===== src/rtl/uart_baud_gen.sv =====
// Programmable UART baud-rate generator: single-cycle oversample and baud enables on sys_clk.
// Define UART_BAUD_FRAC_EN to build the fractional divisor accumulator.
module uart_baud_gen #(
    parameter int DIV_W          = 16,
    parameter int FRAC_W         = 4,
    parameter int OVERSAMPLE     = 16,
    parameter int RESET_DIV_INT  = 78,
    parameter int RESET_DIV_FRAC = 2
) (
    input  logic              sys_clk,
    input  logic              reset_n,
    input  logic              enable,
    input  logic [DIV_W-1:0]  div_int,
    input  logic [FRAC_W-1:0] div_frac,
    input  logic              div_load,
    output logic              div_ack,
    input  logic              resync,
    output logic              os_tick,
    output logic              baud_tick
);

    localparam int                BAUD_W      = $clog2(OVERSAMPLE);
    localparam logic [BAUD_W-1:0] BAUD_LAST   = BAUD_W'(OVERSAMPLE - 1);
    localparam logic [BAUD_W-1:0] BAUD_RESYNC = BAUD_W'(OVERSAMPLE - OVERSAMPLE / 2);

    logic [DIV_W:0]     period_cnt;
    logic [DIV_W:0]     eff_int;
    logic [DIV_W:0]     period_len;
    logic [DIV_W-1:0]   act_int;
    logic [DIV_W-1:0]   pend_int;
    logic               pend_flag;
    logic               carry;
    logic [BAUD_W-1:0]  baud_cnt;
    logic               period_end;
    logic               load_now;
    logic               apply;

    assign eff_int    = (act_int == '0) ? {{DIV_W{1'b0}}, 1'b1} : {1'b0, act_int};
    assign period_len = eff_int + {{DIV_W{1'b0}}, carry};
    assign period_end = enable && !resync && ((period_cnt + (DIV_W+1)'(1)) == period_len);

    // A load coinciding with resync bypasses the pending register and is applied immediately.
    assign load_now = enable && resync && div_load;
    assign apply    = load_now || (pend_flag && (!enable || resync || period_end));

    always_ff @(posedge sys_clk or negedge reset_n) begin
        if (!reset_n) begin
            period_cnt <= '0;
            baud_cnt   <= '0;
            act_int    <= DIV_W'(RESET_DIV_INT);
            pend_int   <= '0;
            pend_flag  <= 1'b0;
            os_tick    <= 1'b0;
            baud_tick  <= 1'b0;
            div_ack    <= 1'b0;
        end else begin
            div_ack   <= apply;
            os_tick   <= period_end;
            baud_tick <= period_end && (baud_cnt == BAUD_LAST);

            if (div_load) begin
                pend_int <= div_int;
            end
            if (apply) begin
                act_int <= load_now ? div_int : pend_int;
            end

            if (load_now) begin
                pend_flag <= 1'b0;
            end else if (div_load) begin
                pend_flag <= 1'b1;
            end else if (apply) begin
                pend_flag <= 1'b0;
            end

            if (!enable) begin
                period_cnt <= '0;
                baud_cnt   <= '0;
            end else if (resync) begin
                period_cnt <= '0;
                baud_cnt   <= BAUD_RESYNC;
            end else if (period_end) begin
                period_cnt <= '0;
                baud_cnt   <= (baud_cnt == BAUD_LAST) ? '0 : baud_cnt + BAUD_W'(1);
            end else begin
                period_cnt <= period_cnt + (DIV_W+1)'(1);
            end
        end
    end

`ifdef UART_BAUD_FRAC_EN
    logic [FRAC_W-1:0] act_frac;
    logic [FRAC_W-1:0] pend_frac;
    logic [FRAC_W-1:0] acc;
    logic [FRAC_W:0]   acc_sum;

    assign acc_sum = {1'b0, acc} + {1'b0, act_frac};

    always_ff @(posedge sys_clk or negedge reset_n) begin
        if (!reset_n) begin
            act_frac  <= FRAC_W'(RESET_DIV_FRAC);
            pend_frac <= '0;
            acc       <= '0;
            carry     <= 1'b0;
        end else begin
            if (div_load) begin
                pend_frac <= div_frac;
            end
            if (apply) begin
                act_frac <= load_now ? div_frac : pend_frac;
            end
            // Carry-out lengthens the following period by one edge.
            if (!enable || resync || apply) begin
                acc   <= '0;
                carry <= 1'b0;
            end else if (period_end) begin
                acc   <= acc_sum[FRAC_W-1:0];
                carry <= acc_sum[FRAC_W];
            end
        end
    end
`else
    logic unused_frac;

    assign carry       = 1'b0;
    assign unused_frac = ^{div_frac, FRAC_W'(RESET_DIV_FRAC)};
`endif

endmodule


===== config.mk =====
export PLATFORM = sky130hd
export DESIGN_NAME = uart_baud_gen
export DESIGN_NICKNAME = d
export VERILOG_FILES = /design/src/rtl/uart_baud_gen.sv
export SDC_FILE = /design/constraint.sdc
export NUM_CORES = 1
export LEC_CHECK = 0
export ABC_CLOCK_PERIOD_IN_PS = 7400
export CAP_MARGIN = 30
export CORE_MARGIN = 1
export CORE_UTILIZATION = 60
export CTS_CLUSTER_SIZE = 28
export DETAILED_ROUTE_END_ITERATION = 6
export PLACE_DENSITY = 0.87
export SYNTH_ARGS = -nofsm -noshare
export SYNTH_HDL_FRONTEND = slang
export SYNTH_SLANG_ARGS = --single-unit

===== constraint.sdc =====
create_clock -name sys_clk -period 7.4 [get_ports sys_clk]
set_clock_uncertainty 0.15 [all_clocks]
set_input_delay 1.48 -clock sys_clk [delete_from_list [all_inputs] [get_ports sys_clk]]
set_output_delay 1.48 -clock sys_clk [all_outputs]
set_load 0.05 [all_outputs]

==> flow_metrics.tcl <==
set metrics [dict create \
    status "finished clean" \
    drv_cap 0 \
    async_flop_share_pct 100.0 \
    maxSlewHeadroom_pct 37.52 \
    leakagePower_nw 1.393 \
    netlist_area_um2 3110 \
    synth_xor_area_share_pct 8.327 \
    grt_overflow 0 \
    wl_um 6859 \
    die_area_um2 5476 \
    cp-startpoint "period_cnt[0]" \
    critPathArrivalTime_ns 3.66 \
    path_buf_inv 0 \
    vias 2477 \
    finalCritPeriodShare_pct 48.08 \
    synth-simple-area-share_pct 20.07 \
    synth_area_leaders "dfrtp_1 (43%), mux2_2 (5.8%), xnor2_1 (5.3%)" \
    routed_via_density 6.193 \
    netlist.area_leader.share_pct 42.64 \
    drive_above_1_share_pct 14.71 \
    cts.sinks 57 \
    initial_core_util_pct 64.15 \
    num_antenna_cells 0 \
    cts_setup_buffers 0 \
    drt_iter0_markers 282 \
    final_antenna_net_count 0 \
    synthTopCellsByCount "dfrtp_1 (53), nor2_1 (43), nand3_1 (23)" \
    ir_worst_vdd_mv 0.1362 \
    synthAdderAreaFrac_pct 0.8045 \
    worstPathRequired_ns 7.50 \
    grt_pass1_vias 2383 \
    cpMostUsedCell "nand3_1" \
    ys_seq_area_share_pct 46.02 \
    cp-start-kind "flop" \
    gp_congestion 0.9233 \
    worstHoldPathType "reg -> reg" \
    grt_max_degree 58 \
    clock_latency_ns 0.34 \
    synth-compound-area-share_pct 14.12 \
    r2r_start "period_cnt[0]" \
    grt.total_usage_pct 29.08 \
    postSynthCellCount 311 \
    busiest_layer "met2" \
    numCtsBuffers 9 \
    cts.clk_slew.worst_paths_ns 0.06 \
    ios 28 \
    fmax_mhz 281.1 \
    drv_slew 0 \
    r2r_slack_ns 3.84 \
    finish.utilization_pct 72.90 \
    ys.flop_type "dfrtp_1" \
    tritoncts "built" \
    fp.dieW_um 74 \
    powerDensity_nw_per_um2 212.2 \
    clk_path_buf_depth 2 \
    hold_buffers 0 \
    path_cells "ha_1 > nand4_2 > or4_1 > nand3_1 > o2111ai_2 > a2111oi_4 > a31o_2 > nand3_1 > a31oi_1" \
    grt_pass1_wl_um 11450 \
    path_max_fanout 31 \
    synth.distinct_cells 51 \
    synth_edf_count 0 \
    wl_per_cell_um 17.15 \
    met1_usage_pct 38.59 \
    cts_root_buffer "clkbuf_8" \
    port_buffers 23 \
    postCtsResizedCells 0 \
    num_rows 25 \
    yosys_warnings 0 \
    synth.most_common_cell "dfrtp_1" \
    finalHoldViolCount 0 \
    grtUsageMet3_pct 5.962 \
    worst_setup_path_end_kind "flop" \
    nets 355 \
    htreeDepth 3 \
    slowest_stage "a31o_2" \
    synth_top_family_by_area "simple AND/OR/NAND/NOR gates" \
    area_growth_pct 13.64 \
    antenna_found_initial 0 \
    crit_type "reg -> reg" \
    tightest_slew_ns 0.9343 \
    cp_top_family "compound AO/OA/AOI/OAI gates" \
    die_h_um 74 \
    fillers 327 \
    muxShareOfSynthArea_pct 7.401 \
    rsz0062_at_grt "no" \
    synth_seq_cells 57 \
    drc 0 \
    max_stage_delay_ns 0.69 \
    post-synth-top-area-cell "dfrtp_1" \
    drtPass1Iterations 5 \
    finalCriticalPeriod_ns 3.558 \
    coreArea_um2 4848 \
    met2_usage_pct 46.57 \
    avgSynthCellArea_um2 10.00 \
    finalSetupTns_ns 0 \
    setup_viol 0 \
    dp_hpwl_um 4718 \
    syn-num-nets 338 \
    worstHoldStart "pend_int[5]" \
]
[path summary, 6_finish.rpt]
path | depth (start not counted) | endpoint
worst max-delay path | 9 | act_int[15]
worst min-delay path | 1 | pend_int[5]
worst max register to register | 9 | act_int[15]
worst min register to register | 1 | pend_int[5]
max in group asynchronous | 2 | act_int[14]
min in group asynchronous | 2 | period_cnt[10]
[cells in the final DEF (no fill, tap or decap), types with 4 or more instances in the layout]
cell             count
dfrtp_1             53
nor2_1              43
nand3_1             23
clkdlybuf4s50_1     22
xnor2_1             19
mux2_2              16
a31oi_1             16
nand2_1             12
o21ai_0             11
clkbuf_8            11
xor2_1               8
o21ai_1              8
nand2b_1             6
a21oi_1              5
mux2i_1              5
nor4_1               5
nand4_1              5
inv_1                5
dfstp_2              4
[power by group]
| group | total, mW | internal [mW] | switching, mW |
|---|---|---|---|
| combinational | 0.115 | 0.0564 | 0.0586 |
| clock | 0.261 | 0.140 | 0.122 |
| sequential | 0.374 | 0.341 | 0.0324 |
| total | 0.750 | 0.537 | 0.213 |
[cell type report]
type	instances	area (um^2)	area share [%]
inverters	5	18.77	0.5310
repair buffers	25	247.7	7.009
clock buffers	14	162.7	4.602
well taps	67	83.83	2.372
multi-input cells	230	1578	44.64
flip-flops and latches	57	1431	40.50
clock inverters	2	12.51	0.3540
[cell families after synthesis]
| group | Yosys count |
|---|---|
| flip-flops | 57 |
| XOR/XNOR | 28 |
| AND/OR/NAND/NOR | 118 |
| multiplexers | 21 |
| buffers and inverters | 24 |
| AO/OA/AOI/OAI | 61 |
| adder cells (fa/ha/maj) | 2 |
[registers in the layout, indices dropped and copies added (netlist names)]
signal / flops
act_int: 16
baud_cnt: 4
baud_tick: 1
div_ack: 1
os_tick: 1
pend_flag: 1
pend_int: 16
period_cnt: 17
[worst reg2reg max path: cells and delay by family (launching register included)]
| family | cells | cell delay [ns] |
|---|---|---|
| and+or+nand+nor | 4 | 1.05 |
| DFF | 1 | 0.50 |
| AOI/OAI and AO/OA | 4 | 1.50 |
| adders and majority gates | 1 | 0.28 |
[metrics by stage]
step                      setup slack [ns]  area [um^2]  hold WS [ns]  instances  power, mW
after detailed placement             3.727         3359        0.3453        384     0.4930
after CTS                            3.875         3535        0.3588        400     0.7543
final                                3.842         3535        0.3571        400     0.7502
after global routing                 3.625         3535        0.3780        400     0.7825
after floorplan                      4.495         3110        0.3303        311     0.4476
after global placement               3.338         3344        0.3402        383     0.4845
[layer usage]
metal  part of all wire, %  up-vias
met3                   6.1       18
met2                    50       91
met4                   1.9        0
li1                      -     1151
met1                    42     1217
met5                     0        -
Power figures use the tool's default switching activity.
